**config.mk**
```make
export PLATFORM = sky130hd
export DESIGN_NAME = draw_rect_fill
export DESIGN_NICKNAME = d
export VERILOG_FILES = /design/src/rtl/draw_rect_fill.sv
export SDC_FILE = /design/constraint.sdc
export NUM_CORES = 1
export LEC_CHECK = 0
export BUFFER_PORTS_ARGS = -buffer_cell sky130_fd_sc_hd__clkbuf_2
export CORE_ASPECT_RATIO = 1.5
export CORE_MARGIN = 2
export CORE_UTILIZATION = 63
export DETAILED_ROUTE_END_ITERATION = 8
export HOLD_SLACK_MARGIN = 0.03
export PLACE_DENSITY = 0.91
export REMOVE_ABC_BUFFERS = 1
export SYNTH_ARGS = -nofsm -noshare
export SYNTH_HDL_FRONTEND = slang
export SYNTH_SLANG_ARGS = --single-unit
```
**constraint.sdc**
```tcl
create_clock -name clk100 -period 11 [get_ports clk100]
set_clock_uncertainty 0.1 [all_clocks]
set_input_delay 2.2 -clock clk100 [delete_from_list [all_inputs] [get_ports clk100]]
set_output_delay 2.2 -clock clk100 [all_outputs]
set_load 0.05 [all_outputs]
```
**src/rtl/draw_rect_fill.sv**
```systemverilog
// rtl/draw_rect_fill.sv - clipped rectangle fill engine issuing row bursts to the DDR master
// Optional abort input is enabled by defining DRAW_RECT_FILL_ABORT_EN.
module draw_rect_fill #(
   parameter int SCREEN_W  = 640,
   parameter int SCREEN_H  = 480,
   parameter int BURST_LEN = 128,
   parameter int ROW_SHIFT = 12
) (
   input  logic        clk100,
   input  logic        reset,
   input  logic        draw,
`ifdef DRAW_RECT_FILL_ABORT_EN
   input  logic        abort,
`endif
   input  logic [11:0] x0,
   input  logic [11:0] y0,
   input  logic [11:0] w,
   input  logic [11:0] h,
   input  logic [31:0] color,
   output logic        busy,
   output logic        draw_done,
   output logic        txn_init,
   input  logic        txn_done,
   output logic [31:0] offset_addr,
   output logic [31:0] pixel_count,
   output logic [31:0] pixel_color
);

   localparam logic [2:0] IDLE    = 3'd0;
   localparam logic [2:0] LATCH   = 3'd1;
   localparam logic [2:0] ISSUE   = 3'd2;
   localparam logic [2:0] ADVANCE = 3'd3;
   localparam logic [2:0] DONE    = 3'd4;

   logic [2:0]  state;
   logic        d1, d2, start;
   logic [11:0] cap_x0, cap_y0, cap_w, cap_h;
   logic [31:0] cap_color;
   logic [11:0] cx, cy;
   logic [12:0] xe, ye;
   logic [12:0] sum_x, sum_y, xe_c, ye_c, nx, cy_next;
   logic        empty_rect;
   logic        abort_now, abort_q;

`ifdef DRAW_RECT_FILL_ABORT_EN
   assign abort_now = abort;
`else
   assign abort_now = 1'b0;
`endif

   assign start = d1 & ~d2;

   // 13-bit sums so x0+w / y0+h can never wrap before clipping
   assign sum_x   = {1'b0, cap_x0} + {1'b0, cap_w};
   assign sum_y   = {1'b0, cap_y0} + {1'b0, cap_h};
   assign xe_c    = (sum_x > 13'(SCREEN_W)) ? 13'(SCREEN_W) : sum_x;
   assign ye_c    = (sum_y > 13'(SCREEN_H)) ? 13'(SCREEN_H) : sum_y;
   assign nx      = {1'b0, cx} + pixel_count[12:0];
   assign cy_next = {1'b0, cy} + 13'd1;

   assign empty_rect = (cap_w == 12'd0) || (cap_h == 12'd0) ||
                       ({1'b0, cap_x0} >= 13'(SCREEN_W)) ||
                       ({1'b0, cap_y0} >= 13'(SCREEN_H));

   function automatic logic [31:0] addr_of(input logic [11:0] x, input logic [11:0] y);
      return (32'(y) << ROW_SHIFT) + (32'(x) << 2);
   endfunction

   function automatic logic [31:0] count_of(input logic [11:0] x, input logic [12:0] end_x);
      logic [12:0] rem;
      rem = end_x - {1'b0, x};
      return (rem > 13'(BURST_LEN)) ? 32'(BURST_LEN) : 32'(rem);
   endfunction

   always_ff @(posedge clk100) begin
      if (reset) begin
         state       <= IDLE;
         d1          <= 1'b0;
         d2          <= 1'b0;
         busy        <= 1'b0;
         draw_done   <= 1'b0;
         txn_init    <= 1'b0;
         offset_addr <= 32'd0;
         pixel_count <= 32'd0;
         pixel_color <= 32'd0;
         cx          <= 12'd0;
         cy          <= 12'd0;
         xe          <= 13'd0;
         ye          <= 13'd0;
         cap_x0      <= 12'd0;
         cap_y0      <= 12'd0;
         cap_w       <= 12'd0;
         cap_h       <= 12'd0;
         cap_color   <= 32'd0;
         abort_q     <= 1'b0;
      end else begin
         d1 <= draw;
         d2 <= d1;
         // Status outputs are registered decodes of the current state
         busy      <= (state != IDLE);
         draw_done <= (state == DONE);
         txn_init  <= (state == ISSUE);

         case (state)
            IDLE: begin
               abort_q <= 1'b0;
               if (start) begin
                  cap_x0    <= x0;
                  cap_y0    <= y0;
                  cap_w     <= w;
                  cap_h     <= h;
                  cap_color <= color;
                  state     <= LATCH;
               end
            end
            LATCH: begin
               if (abort_now || empty_rect) begin
                  state <= DONE;
               end else begin
                  xe          <= xe_c;
                  ye          <= ye_c;
                  cx          <= cap_x0;
                  cy          <= cap_y0;
                  offset_addr <= addr_of(cap_x0, cap_y0);
                  pixel_count <= count_of(cap_x0, xe_c);
                  pixel_color <= cap_color;
                  state       <= ISSUE;
               end
            end
            ISSUE: begin
               if (abort_now) abort_q <= 1'b1;
               if (txn_done) state <= (abort_q || abort_now) ? DONE : ADVANCE;
            end
            ADVANCE: begin
               if (abort_now) begin
                  state <= DONE;
               end else if (nx < xe) begin
                  cx          <= nx[11:0];
                  offset_addr <= addr_of(nx[11:0], cy);
                  pixel_count <= count_of(nx[11:0], xe);
                  state       <= ISSUE;
               end else if (cy_next == ye) begin
                  state <= DONE;
               end else begin
                  cx          <= cap_x0;
                  cy          <= cy_next[11:0];
                  offset_addr <= addr_of(cap_x0, cy_next[11:0]);
                  pixel_count <= count_of(cap_x0, xe);
                  state       <= ISSUE;
               end
            end
            DONE:    state <= IDLE;
            default: state <= IDLE;
         endcase
      end
   end

endmodule

```
==> flow_metrics.tcl, run 1 <==
set metrics [dict create \
    synth_ff_type "dfxtp_1" \
    synthArstFlopShare 0 \
    cts_hold_buf 0 \
    finalSetupTns_ns 0 \
    synth_cells 1667 \
    holdPathEnd "pixel_color[13]$_SDFFE_PP0P_" \
    die_height_um 178.1 \
    hold_viol_final 0 \
    initial_core_util 0.6431 \
    grt_start_max_net_pins 78 \
    drt_iter0_drc 953 \
    worstSetupPathType "reg2reg" \
    path_buf_inv 0 \
    cts_htree_levels 4 \
    yosysMostFrequentCell "nand2_1" \
    max_stage_delay_ns 0.78 \
    core_area_um2 19790 \
    netlist_area_um2 12720 \
    ys_seq_area_frac 0.3084 \
    yosys_warnings 0 \
    cts_tree "yes" \
    synth_edf_count 0 \
    diodes 0 \
    power.density_nw_per_um2 135.0 \
    clkSinkCount 196 \
    drtPass1Iterations 5 \
    reg2reg_depth 21 \
    ir_worst_vdd_uv 137.8 \
    path_cells "ha_1 > fa_1 > a21o_1 > a21oi_1 > o21bai_1 > a21oi_1 > o21ai_0 > a21o_1 > a21oi_1 > xnor2_1 > ha_1 > nand4_1 > nor2_1 > o21ai_0 > a31oi_1 > or3_1 > nand2_1 > nand2_1 > nand2_1 > o21ai_0 > o2bb2ai_1" \
    layout_min_cycle_time_ns 6.405 \
    slew_headroom 0.1252 \
    crit_path_end_kind "flop" \
    row_count 63 \
    final_max_slew_viol_count 0 \
    root_buffer "clkbuf_16" \
    gp_congestion 0.9583 \
    post_drt_wl_per_cell_um 17.28 \
    worst-slew-pin-transition_ns 1.309 \
    worst_ep_arrival_time_ns 6.65 \
    antenna_found_initial 0 \
    grt_usage 0.3274 \
    fin_ws_ns 4.595 \
    vias 12240 \
    reg2reg_from "cx[0]$_SDFFE_PP0P_" \
    yosysTopAreaCell "dfxtp_1" \
    ioPinCount 183 \
    min_delay_path_depth 2 \
    worst-r2r-setup-slack_ns 4.59 \
    overflow 0 \
    layout-area-overhead-vs-synth_pct 9.440 \
    outcome "finished, final reports clean" \
    crit_fanout 35 \
    numCtsBuffers 17 \
    wirelength_mm 34.95 \
    crit_path_top_delay_cell "nand2_1" \
    fin_crit_sh 0.5823 \
    ys_ff_latch 196 \
    required_ns 11.24 \
    clkTransAtPathRegs_ns 0.09 \
    dp_slack_ns 4.784 \
    hold_path_startpoint "cap_color[13]$_SDFFE_PP0P_" \
    cp_top_family "compound AO/OA/AOI/OAI gates" \
    synth_top_area_share 0.3084 \
    post-route-drc-count 0 \
    antenna_left 0 \
    hpwl_mm 25.35 \
    port_buffers 154 \
    rsz0062_at_grt "no" \
    grt_pass1_vias 11870 \
    avgSynthCellArea_um2 7.633 \
    synthTopCellsByArea "dfxtp_1 31%, nand2_1 9.7%, ha_1 8.9%" \
    clockBufferDepth 2 \
    cts_resized 0 \
    max_freq_mhz 156.1 \
    grt_first_pass_wirelength_mm 56.50 \
    worstSkewPairLatency_ns 0.46 \
    nNetsFinal 1934 \
    hold_class "reg2reg" \
    synthTopCellsByCount "329 x nand2_1, 205 x a21oi_1, 196 x dfxtp_1" \
    via_per_inst 6.050 \
    post_cts_buffers 0 \
    die_area_um2 21370 \
    drive_gt1_frac 0.1310 \
    final-setup-viol-count 0 \
    cap_viol_max_count 0 \
    startpoint "cx[0]$_SDFFE_PP0P_" \
    leakagePower_nw 5.576 \
    synth_cell_types 83 \
    critPathLaunchType "flop" \
    chipWidth_um 120.0 \
    r2r_end "pixel_count[3]$_SDFFE_PP0P_" \
]
-- state kept, by name, summed over array words and instances, names as in the netlist, 13 cells and up --
register     cells
cap_color       32
pixel_count     13
xe              13
ye              13
pixel_color     32
offset_addr     13
-- cell families (layout without fill, tap and decap cells) --
logic type | after synthesis | count (layout) | synth area share
compound gates | 426 | 426 | 0.2081
xor+xnor | 82 | 82 | 0.06077
flops | 196 | 196 | 0.3084
other cells | 1 | 30 | 0.0002947
simple gates | 653 | 653 | 0.2329
buf+inv | 196 | 263 | 0.07552
mux | 13 | 13 | 0.01042
fa+ha+maj | 100 | 100 | 0.1036
-- worst max path at each step --
| stage | slack (ns) | cells after the start | end |
|---|---|---|---|
| final | 4.59 | 21 | pixel_count[3]$_SDFFE_PP0P_ |
| after global routing | 4.15 | 21 | pixel_count[3]$_SDFFE_PP0P_ |
| after CTS | 4.72 | 21 | pixel_count[3]$_SDFFE_PP0P_ |
| after detailed placement | 4.78 | 21 | pixel_count[3]$_SDFFE_PP0P_ |
| after global placement | 5.10 | 21 | pixel_count[3]$_SDFFE_PP0P_ |
| after floorplan | 4.14 | 6 | pixel_count[0]$_SDFFE_PP0P_ |
-- power breakdown --
| part | switching, mW | internal, mW |
|---|---|---|
| sequential | 0.0258 | 0.731 |
| combinational | 0.301 | 0.168 |
| clock | 0.323 | 0.330 |
-- metrics by stage --
stage,utilization,hold WS (ns),power [mW],std cells,instance area (um2)
floorplan,-,0.3216,1.104,1568,12130
global placement,0.6725,0.3352,1.221,1991,13310
detailed placement,0.6725,0.3421,1.230,1991,13310
CTS,0.7038,0.3484,1.873,2023,13920
global route,0.7038,0.3744,1.954,2023,13920
finish,0.7038,0.3556,1.880,2023,13920
-- cells in the final DEF, fill, tap and decap left out, types with 10 or more instances in the layout --
| master | count |
|---|---|
| o211ai_1 | 16 |
| or3_1 | 13 |
| o22ai_1 | 12 |
| inv_1 | 68 |
| xnor2_1 | 49 |
| nand2_1 | 329 |
| nor2b_1 | 10 |
| mux2i_1 | 11 |
| conb_1 | 30 |
| nand4_1 | 17 |
| nand2b_1 | 14 |
| o21ai_0 | 51 |
| nor3_1 | 31 |
| or2_2 | 10 |
| xor2_1 | 29 |
| a21o_1 | 15 |
| a211oi_1 | 30 |
| nand3_1 | 35 |
| clkbuf_2 | 153 |
| nor4_1 | 23 |
| nor2_1 | 119 |
| ha_1 | 91 |
| o21a_1 | 19 |
| clkbuf_16 | 17 |
| a21oi_1 | 205 |
| dfxtp_1 | 196 |
-- worst reg2reg max path: stages, from the launching register on --
cell	delay (ns)
dfxtp_1	0.34
ha_1	0.24
fa_1	0.42
a21o_1	0.18
a21oi_1	0.25
o21bai_1	0.09
a21oi_1	0.23
o21ai_0	0.25
a21o_1	0.24
a21oi_1	0.22
xnor2_1	0.17
ha_1	0.50
nand4_1	0.15
nor2_1	0.12
o21ai_0	0.09
a31oi_1	0.15
or3_1	0.76
nand2_1	0.17
nand2_1	0.21
nand2_1	0.79
o21ai_0	0.52
o2bb2ai_1	0.12
-- routing by layer --
metal	wire length [um]	up-vias	track usage
li1	-	5904	-
met4	1693	0	0.1804
met2	17600	516	0.5848
met1	13440	5683	0.3718
met5	0	-	0
met3	2225	136	0.04891
-- layout make-up --
cell class	count	area, um2
Clock buffer	18	429.2
Clock inverter	14	188.9
Fill cell	1621	5861
Inverter	68	255.2
Multi-Input combinational cell	1304	7958
Sequential cell	196	3924
Tap cell	260	325.3
Timing Repair Buffer	163	844.6
No activity file was read; power rests on OpenSTA's default activity.
==> run 2, diff against run 1 <==
--- a/config.mk
+++ b/config.mk
@@ -8,10 +8,10 @@
 export BUFFER_PORTS_ARGS = -buffer_cell sky130_fd_sc_hd__clkbuf_2
 export CORE_ASPECT_RATIO = 1.5
 export CORE_MARGIN = 2
-export CORE_UTILIZATION = 63
+export CORE_UTILIZATION = 53
 export DETAILED_ROUTE_END_ITERATION = 8
 export HOLD_SLACK_MARGIN = 0.03
-export PLACE_DENSITY = 0.91
+export PLACE_DENSITY = 0.82
 export REMOVE_ABC_BUFFERS = 1
 export SYNTH_ARGS = -nofsm -noshare
 export SYNTH_HDL_FRONTEND = slang
==> constraint.sdc (replaced) <==
create_clock -name clk100 -period 5.3 [get_ports clk100]
set_clock_uncertainty 0.1 [all_clocks]
set_input_delay 1.06 -clock clk100 [delete_from_list [all_inputs] [get_ports clk100]]
set_output_delay 1.06 -clock clk100 [all_outputs]
set_load 0.05 [all_outputs]
==> flow_metrics.tcl, run 2 (synthesis gave the netlist of run 1 again) <==
set metrics [dict create \
    crit_path_end_kind "flop" \
    cts_hold_buf 0 \
    cp_top_family "compound AO/OA/AOI/OAI gates" \
    core_area_um2 23660 \
    port_buffers 154 \
    reg2reg_depth 20 \
    hold_path_startpoint "cap_color[31]$_SDFFE_PP0P_" \
    final_max_slew_viol_count 0 \
    min_delay_path_depth 2 \
    ioPinCount 183 \
    r2r_end "pixel_count[2]$_SDFFE_PP0P_" \
    worst_ep_arrival_time_ns 5.37 \
    critPathLaunchType "flop" \
    ir_worst_vdd_uv 243.0 \
    final_cell_count_no_fill 2098 \
    finalSetupTns_ns 0 \
    vias 12150 \
    worst-r2r-setup-slack_ns 0.21 \
    layout_min_cycle_time_ns 5.087 \
    layout_commonest_cell "nand2_1" \
    gp_congestion 0.9361 \
    drive_gt1_frac 0.1461 \
    worst-slew-pin-transition_ns 1.022 \
    path_cells "ha_1 > fa_2 > a211oi_4 > o211ai_1 > a31oi_1 > xor2_1 > buf_4 > o221ai_4 > nor2_1 > ha_1 > a21o_1 > a21oi_1 > o21ai_1 > nor2_1 > xnor2_1 > nor4_1 > nand2_1 > o31a_1 > or4_1 > o21ai_1" \
    numCtsBuffers 17 \
    path_buf_inv 1 \
    holdPathEnd "pixel_color[31]$_SDFFE_PP0P_" \
    max_freq_mhz 196.6 \
    row_count 69 \
    fin_ws_ns 0.2130 \
    grt_pass1_vias 11760 \
    hpwl_mm 25.48 \
    worstSkewPairLatency_ns 0.45 \
    drt_iter0_drc 753 \
    grt_first_pass_wirelength_mm 56.52 \
    chipWidth_um 130.5 \
    hold_class "reg2reg" \
    clkTransAtPathRegs_ns 0.08 \
    clkSinkCount 196 \
    antenna_left 0 \
    cap_viol_max_count 0 \
    layout-area-overhead-vs-synth_pct 11.89 \
    dp_slack_ns 0.1671 \
    fin_crit_sh 0.9598 \
    nNetsFinal 1950 \
    reg2reg_from "cap_x0[0]$_SDFFE_PP0P_" \
    cts_htree_levels 4 \
    cts_tree "yes" \
    drtPass1Iterations 6 \
    required_ns 5.59 \
    wirelength_mm 34.92 \
    mostFrequentLayoutCells "329 x nand2_1, 202 x a21oi_1, 195 x dfxtp_1, 153 x clkbuf_2, 119 x nor2_1" \
    leakagePower_nw 5.711 \
    antenna_found_initial 0 \
    slew_headroom 0.3184 \
    crit_fanout 7 \
    dpl.cell_count 2063 \
    fin_hold_ws_ns 0.3438 \
    diodes 0 \
    crit_path_top_delay_cell "or4_1" \
    max_stage_delay_ns 0.48 \
    power.density_nw_per_um2 277.8 \
    hold_viol_final 0 \
    clockBufferDepth 2 \
    grt_usage 0.2752 \
    die_area_um2 25290 \
    initial_core_util 0.5379 \
    worstSetupPathType "reg2reg" \
    startpoint "cap_x0[0]$_SDFFE_PP0P_" \
    via_per_inst 5.792 \
    root_buffer "clkbuf_16" \
    die_height_um 193.8 \
    overflow 0 \
    post_drt_wl_per_cell_um 16.64 \
    top_regs "cap_color x32, pixel_color x32" \
    path_depth 20 \
    post-route-drc-count 0 \
    outcome "finished, final reports clean" \
    grt_start_max_net_pins 107 \
    final-setup-viol-count 0 \
]
==> run 2: cell count changes in the layout (fill, tap and decap cells not counted), moves of 2 or more <==
cell	change
buf_12	+3
clkinv_8	-4
nor4_1	-2
a21oi_2	+3
o21ai_0	-3
nor4_2	+2
a21oi_1	-3
buf_4	+12
clkinv_2	+3
o21ai_1	+3
==> run 2: what timing repair did <==
action | CTS | global route
resized for setup | 0 | 20
buffers inserted | 0 | 3
endpoints found under the setup margin | 0 | 45
==> run 2: layer usage <==
metal	vias up	share of wire	wire length [um]	GRT usage
met5	-	0	0	0
met4	0	0.043	1489	0.1355
met1	5647	0.39	13740	0.3267
li1	5956	-	-	-
met2	448	0.50	17530	0.4722
met3	100	0.062	2161	0.04663
==> run 2: stage by stage <==
step / power (mW) / utilization / instance area, um2
2_1_floorplan: 2.291 / - / 12130
3_3_place_gp: 2.565 / 0.5714 / 13520
3_5_place_dp: 2.582 / 0.5714 / 13520
4_1_cts: 3.932 / 0.5970 / 14120
5_1_grt: 4.130 / 0.6018 / 14240
6_report: 3.955 / 0.6018 / 14240
==> run 2: tightest hold or removal path: stages, from the launching register on <==
cell and delay, ns:
dfxtp_1 0.31, nand2_1 0.05, a21oi_1 0.05
==> run 2: worst max-delay path by stage <==
stage	slack (ns)	end
floorplan	-1.56	pixel_count[0]$_SDFFE_PP0P_
global placement	0.18	pixel_count[2]$_SDFFE_PP0P_
detailed placement	0.17	pixel_count[1]$_SDFFE_PP0P_
CTS	0.12	pixel_count[1]$_SDFFE_PP0P_
global route	-0.04	pixel_count[2]$_SDFFE_PP0P_
finish	0.21	pixel_count[2]$_SDFFE_PP0P_
==> run 2: final cells by class <==
type / count / area (um2)
repair buffers: 179 / 1006
clock buffers: 19 / 442.9
fillers: 2186 / 9419
well taps: 319 / 399.1
inverters: 68 / 255.2
multi-input cells: 1304 / 8045
clock inverters: 13 / 162.7
flip-flops and latches: 196 / 3925
==> run 2: power breakdown <==
group	internal [mW]	total [mW]	switching (mW)
registers	1.52	1.57	0.0518
clock network	0.728	1.37	0.639
logic	0.388	1.02	0.632
